[src/rtl/channel_err_injector.sv]
// Channel model between encoder2 and the Viterbi decoder: corrupts 2-bit symbols
// (periodic, LFSR-random or burst), forwards them one cycle later and counts injected errors.
module channel_err_injector #(
    parameter int unsigned N         = 4,
    parameter int unsigned WINDOW    = 256,
    parameter int unsigned CW        = 16,
    parameter logic [15:0] LFSR_SEED = 16'hACE1
) (
    input  logic          clk,
    input  logic          rst,
    input  logic          enable_i,
    input  logic [1:0]    d_in,
    input  logic [1:0]    mode_i,
    input  logic [1:0]    err_mask_i,
    input  logic [7:0]    thresh_i,
    input  logic [3:0]    burst_len_i,
    output logic          valid_o,
    output logic [1:0]    d_out,
    output logic          err_flag_o,
    output logic [CW-1:0] inj_sym_ct_o,
    output logic [CW-1:0] inj_bit_ct_o,
    output logic [CW-1:0] word_ct_o,
    output logic          window_done_o
);

    typedef enum logic {IDLE, BURST} state_t;

    localparam logic [15:0]   SEED = (LFSR_SEED == 16'h0) ? 16'hACE1 : LFSR_SEED;
    localparam logic [CW-1:0] WIN  = CW'(WINDOW);

    state_t        state_q, state_d;
    logic [3:0]    rem_q, rem_d;
    logic [15:0]   lfsr_q, lfsr_d;
    logic [CW-1:0] word_ct_q, word_ct_d;
    logic [CW-1:0] sym_ct_q, sym_ct_d;
    logic [CW-1:0] bit_ct_q, bit_ct_d;
    logic          valid_q, valid_d;
    logic [1:0]    d_out_q, d_out_d;
    logic          err_flag_q, err_flag_d;
    logic          wdone_q, wdone_d;

    logic          elig, trig, burst_inj, inj_raw, inj, corrupt;
    logic [3:0]    blen_eff;
    logic [1:0]    pop;
    logic [CW:0]   bit_sum;

    always_comb begin
        elig      = (word_ct_q < WIN);
        trig      = &word_ct_q[N-1:0];
        blen_eff  = (burst_len_i == 4'd0) ? 4'd1 : burst_len_i;
        pop       = {1'b0, err_mask_i[1]} + {1'b0, err_mask_i[0]};

        state_d   = state_q;
        rem_d     = rem_q;
        burst_inj = 1'b0;
        // Leaving burst mode abandons any burst in flight, even between accepted symbols.
        if (mode_i != 2'b11) begin
            state_d = IDLE;
            rem_d   = '0;
        end else if (enable_i) begin
            case (state_q)
                IDLE: begin
                    if (trig) begin
                        burst_inj = 1'b1;
                        if (blen_eff != 4'd1) begin
                            state_d = BURST;
                            rem_d   = blen_eff - 4'd1;
                        end
                    end
                end
                BURST: begin
                    burst_inj = 1'b1;
                    rem_d     = rem_q - 4'd1;
                    if (rem_q == 4'd1) state_d = IDLE;
                end
                default: state_d = IDLE;
            endcase
        end

        case (mode_i)
            2'b01:   inj_raw = trig;
            2'b10:   inj_raw = (lfsr_q[7:0] < thresh_i);
            2'b11:   inj_raw = burst_inj;
            default: inj_raw = 1'b0;
        endcase
        inj     = inj_raw && elig;
        corrupt = inj && (|err_mask_i);
        bit_sum = {1'b0, bit_ct_q} + (CW+1)'(pop);

        valid_d    = enable_i;
        err_flag_d = 1'b0;
        d_out_d    = d_out_q;
        lfsr_d     = lfsr_q;
        word_ct_d  = word_ct_q;
        wdone_d    = wdone_q;
        sym_ct_d   = sym_ct_q;
        bit_ct_d   = bit_ct_q;

        if (enable_i) begin
            d_out_d    = d_in ^ (inj ? err_mask_i : 2'b00);
            err_flag_d = corrupt;
            lfsr_d     = lfsr_q[0] ? ((lfsr_q >> 1) ^ 16'hB400) : (lfsr_q >> 1);
            if (elig) begin
                word_ct_d = word_ct_q + 1'b1;
                if (word_ct_d == WIN) wdone_d = 1'b1;
            end
            if (corrupt) begin
                if (sym_ct_q != '1) sym_ct_d = sym_ct_q + 1'b1;
                bit_ct_d = bit_sum[CW] ? '1 : bit_sum[CW-1:0];
            end
        end
    end

    always_ff @(posedge clk or posedge rst) begin
        if (rst) begin
            state_q    <= IDLE;
            rem_q      <= '0;
            lfsr_q     <= SEED;
            word_ct_q  <= '0;
            sym_ct_q   <= '0;
            bit_ct_q   <= '0;
            valid_q    <= 1'b0;
            d_out_q    <= '0;
            err_flag_q <= 1'b0;
            wdone_q    <= 1'b0;
        end else begin
            state_q    <= state_d;
            rem_q      <= rem_d;
            lfsr_q     <= lfsr_d;
            word_ct_q  <= word_ct_d;
            sym_ct_q   <= sym_ct_d;
            bit_ct_q   <= bit_ct_d;
            valid_q    <= valid_d;
            d_out_q    <= d_out_d;
            err_flag_q <= err_flag_d;
            wdone_q    <= wdone_d;
        end
    end

    assign valid_o       = valid_q;
    assign d_out         = d_out_q;
    assign err_flag_o    = err_flag_q;
    assign inj_sym_ct_o  = sym_ct_q;
    assign inj_bit_ct_o  = bit_ct_q;
    assign word_ct_o     = word_ct_q;
    assign window_done_o = wdone_q;

endmodule

[config.mk]
export PLATFORM = sky130hd
export DESIGN_NAME = channel_err_injector
export DESIGN_NICKNAME = d
export VERILOG_FILES = /design/src/rtl/channel_err_injector.sv
export SDC_FILE = /design/constraint.sdc
export NUM_CORES = 1
export LEC_CHECK = 0
export BUFFER_PORTS_ARGS = -buffer_cell sky130_fd_sc_hd__buf_4
export CAP_MARGIN = 5
export CORE_MARGIN = 5
export CORE_UTILIZATION = 62
export CTS_BUF_LIST = sky130_fd_sc_hd__clkbuf_4 sky130_fd_sc_hd__clkbuf_8
export CTS_CLUSTER_DIAMETER = 30
export CTS_CLUSTER_SIZE = 8
export DETAILED_ROUTE_END_ITERATION = 8
export PLACE_DENSITY = 0.88
export SKIP_CTS_REPAIR_TIMING = 1
export SLEW_MARGIN = 20
export SYNTH_ARGS = -nofsm -noshare
export SYNTH_HDL_FRONTEND = slang
export SYNTH_SLANG_ARGS = --single-unit
[constraint.sdc]
create_clock -name clk -period 6.9 [get_ports clk]
set_input_delay 1.035 -clock clk [delete_from_list [all_inputs] [get_ports clk]]
set_output_delay 1.035 -clock clk [all_outputs]
set_load 0.02 [all_outputs]
After elaboration in Yosys (flattened, before gate mapping)
Cells that the tools add are included.
- reductions and logical operators: 11
- $add $sub $neg: 6
- bitwise operators: 3
- $lt $le $gt $ge: 2
- multiplexer cells: 21
- equality and inequality tests: 10
- operators by type and width (kind ; number):
    adder 16 x 1 -> 16 bit, second input constant ; 2
    2-to-1 mux 16 bit ; 2
    2-to-1 mux 4 bit ; 5
    adder 16 x 2 -> 17 bit ; 1
    equality test 16 x 9 -> 1 bit, second input constant ; 1
    less-than comparator 16 x 9 -> 1 bit, second input constant ; 1
    != test 16 bit, second input constant ; 1
    2-to-1 mux 1 bit ; 9
    AND reduction 3 bit ; 3
    less-than comparator 8 bit ; 1
    one-hot mux 4 bit (2 select lines) ; 1
    subtractor 4 x 1 -> 4 bit, second input constant ; 2
    != test 3 bit, second input constant ; 2
    equality test 2 bit, second input constant ; 2
    equality test 4 x 1 -> 1 bit, second input constant ; 1
    zero test 4 bit ; 1
    != test 4 x 1 -> 1 bit, second input constant ; 1
    NOT 3 -> 4 bit ; 1
    one-hot mux 1 bit (2 select lines) ; 2
    AND reduction 2 bit ; 2
    AND reduction 4 bit ; 1
    one-hot mux 1 bit (3 select lines) ; 1
    adder 1 x 1 -> 2 bit ; 1
    equality test 2 x 1 -> 1 bit, second input constant ; 1
    7 further kinds ; 8
- output and inout bits: 53
- register bits: 74
- word-level logic and storage cells: 63
- input port bits: 21

Longest topological paths before layout
- depth after elaboration: 9
- gate-level depth with buffers: 11
- gate-level depth less buffers: 9

Least setup slack after synthesis
OpenSTA, ideal clock, no wires.
- path kind: input -> register
- start: input thresh_i[2]
- end: register bit_ct_q[15] (netlist: inj_bit_ct_o[15])
- data required time: 6.772 ns
- setup slack: 4.091 ns
- stages on the path: 8
- arrival time: 2.682 ns
- buffers on the path: 0
- setup time: 0.128 ns
- cells stage by stage: inv_1 > ha_1 > a211o_1 > a31oi_1 > o21ai_1 > a21o_4 > nor4_2 > mux2_1
- word-level cells in the longest chain between the ends: 5
- ends and longest elaborated chain (item ; line ; RTL):
    start: declaration ; 15 ; input logic [7:0] thresh_i,
    less-than comparator 8 bit ; 82 ; 2'b10: inj_raw = (lfsr_q[7:0] < thresh_i);
    one-hot mux 1 bit (3 select lines) ; 80 ; case (mode_i)
    logical AND 1 bit ; 86 ; inj = inj_raw && elig;
    logical AND 1 bit ; 87 ; corrupt = inj && (|err_mask_i);
    AND reduction 2 bit (no source line) ; -- ;
    end signal: assignment ; 132 ; bit_ct_q <= bit_ct_d;
    end: declaration ; 36 ; logic [CW-1:0] bit_ct_q, bit_ct_d;
Every way passes these cells.
A chain may end at the register's enable or synchronous reset.

Worst setup path in the final report
- start: input thresh_i[2]
- end: register bit_ct_q[12] (netlist: inj_bit_ct_o[12])
The elaborated chain is that of the path after synthesis.

==> results_dict.tcl <==
set metrics [dict create \
    status "finished clean" \
    num_vias 2899 \
    synth_nets 394 \
    synthXorXnorAreaFrac_pct 6.19 \
    path_class "input pin to register" \
    die_y_um 88.5 \
    ys_seq_elements 74 \
    place_congestion 0.807 \
    dieWidth_um 88.5 \
    post_drt_wl_per_cell_um 16.6 \
    final_common_cell "buf_4" \
    cts_buffer_depth 2 \
    synth-simple-area-share_pct 19.3 \
    clock_latency_ns 0.35 \
    total_power_mw 1.41 \
    drt_iter0_drc 156 \
    synthCells 358 \
    grt_start_max_net_pins 75 \
    use_met3_pct 4.47 \
    numCtsBuffers 9 \
    die_area_mm2 0.00783 \
    gr-usage-met2_pct 40.5 \
    synth_seq_area_share_pct 48.8 \
    clock_skew_ns 0.00815 \
    arrival_ns 3.18 \
    final.period_utilization_pct 42.9 \
    crit_fanout 23 \
    busiest_layer "met2" \
    setup_violations 0 \
    num_rows 28 \
    async_reset_ff_share_pct 100 \
    synth_top_family_by_area "simple AND/OR/NAND/NOR gates" \
    synth_cell_types 58 \
    clock-sinks 74 \
    core_mm2 0.00596 \
    timing.hold.ws_ns 0.459 \
    fin_area_mm2 0.00462 \
    layout_common_cells "buf_4 (74), dfrtp_1 (66), nand2_1 (29)" \
    drive_gt1_share_pct 32.3 \
    nets 462 \
    n_antenna_cell 0 \
    hold_violations 0 \
    ant_nets 0 \
    grtUsageTotal_pct 23.0 \
    ir_drop_v 0.000197 \
    synth_edf_count 0 \
    synthMuxAreaShare_pct 6.49 \
    synthAdderAreaFrac_pct 5.11 \
    hpwlAfterDp_um 5930 \
    fin_tns_setup_ns 0 \
    synth_compound_area_share_pct 9.50 \
    syn2layout_area_growth_pct 21.0 \
    required_ns 7.12 \
    ys.flop_type "dfrtp_1" \
    tritoncts "yes" \
    power_density_mw_per_mm2 306 \
    slew_headroom_pct 39.3 \
    placed_cells 490 \
    rsz0062_at_grt "no" \
    grt_first_pass_wirelength_um 13900 \
    yosys_warnings 0 \
    synth_area_mm2 0.00382 \
    antenna_found_initial 0 \
    drc_errors 0 \
    io_buffers 73 \
    cts-htree-levels 3 \
    cellLeakagePower_nw 2.19 \
    synth_area_per_cell_um2 10.7 \
    critical_path.endpoint_type "register" \
    fmax_ghz 0.338 \
    min_path_type "register to register" \
    drv_cap 0 \
    wl_um 8410 \
    worst_pin_slew_ns 0.910 \
    slew_violations 0 \
    fin_crit_ns 2.96 \
    grt_pass1_vias 3028 \
    grt.met1_usage_pct 28.6 \
    drt_pass1_iterations 4 \
    root_buffer "clkbuf_8" \
    startpoint_type "input pin" \
    io_pins 74 \
    dpl-instance-area_mm2 0.00438 \
    avgViaCountPerCell 5.73 \
    fin_cells 506 \
    clkTransAtPathRegs_ns 0.07 \
    grt-ovfl-total 0 \
    start_util_pct 64.1 \
]
## layer usage
metal  vias up  share of wire [%]
li1       1385                  -
met3        11                5.0
met5         -                  0
met4         0                1.2
met1      1424                 42
met2        79                 51
## path summary, 6_finish.rpt
check	end	slack [ns]	depth (start not counted)	start
max reg2reg	inj_bit_ct_o[12]$_DFFE_PP0P_	4.30	8	lfsr_q[5]$_DFFE_PP1P_
min	word_ct_o[13]$_DFFE_PP0P_	0.46	0	word_ct_o[13]$_DFFE_PP0P_
min reg2reg	word_ct_o[13]$_DFFE_PP0P_	0.46	0	word_ct_o[13]$_DFFE_PP0P_
max in group asynchronous	d_out[1]$_DFFE_PP0P_	5.34	3	rst
min in group asynchronous	inj_bit_ct_o[9]$_DFFE_PP0P_	0.97	3	rst
max	inj_bit_ct_o[12]$_DFFE_PP0P_	3.94	10	thresh_i[2]
## cell usage after synthesis (all sizes together), types with 8 or more instances
cell type	n	share of area [%]
nand4	9	1.5
nor3	12	2.2
mux2	22	6.5
and3	8	1.3
xor2	13	3.0
inv	25	2.5
nor2	30	3.2
ha	14	4.6
dfrtp	66	43
nand2	29	2.9
clkbuf	12	1.2
nand3	18	2.5
a31oi	8	1.3
dfstp	8	5.5
a21oi	15	2.0
xnor2	14	3.2
## logic make-up after synthesis
family	Yosys count
AND/OR/NAND/NOR	126
flip-flops	74
AO/OA/AOI/OAI	52
buffers and inverters	42
XOR/XNOR	27
multiplexers	22
adder cells (fa/ha/maj)	15
## worst max-delay path: stages
cell and delay, ns:
buf_4 0.07, inv_1 0.04, ha_1 0.31, a211o_1 0.26, a31oi_1 0.19, o21ai_1 0.11, a21o_4 0.31, inv_2 0.33
nand4_1 0.17, mux2_1 0.35
## where the power goes
group	switching (mW)	internal (mW)	leakage [nW]
Sequential	0.106	0.540	0.943
Clock	0.159	0.233	0.119
Combinational	0.194	0.181	1.13
## per-stage QoR
stage / worst slack (ns) / util, %
2_1_floorplan: 4.00 / -
6_report: 3.94 / 77.6
5_1_grt: 3.79 / 77.6
4_1_cts: 3.98 / 77.6
3_5_place_dp: 3.62 / 73.6
3_3_place_gp: 3.75 / 73.6
## sequential cells by signal (all words and copies together) (netlist names)
signal and count:
d_out 2, inj_sym_ct_o 16, window_done_o 1, valid_o 1, inj_bit_ct_o 16, err_flag_o 1
state_q 1, word_ct_o 16, rem_q 4, lfsr_q 16
## final cells by class
| type | count | area, µm² |
|---|---|---|
| sequential | 74 | 1860 |
| multi-input combinational | 242 | 1780 |
| fill | 418 | 1330 |
| timing repair buffer | 74 | 556 |
| clock buffer | 12 | 165 |
| inverter | 25 | 93.8 |
| tap | 75 | 93.8 |
| clock inverter | 4 | 72.6 |
(Power assumes the default switching activity.)
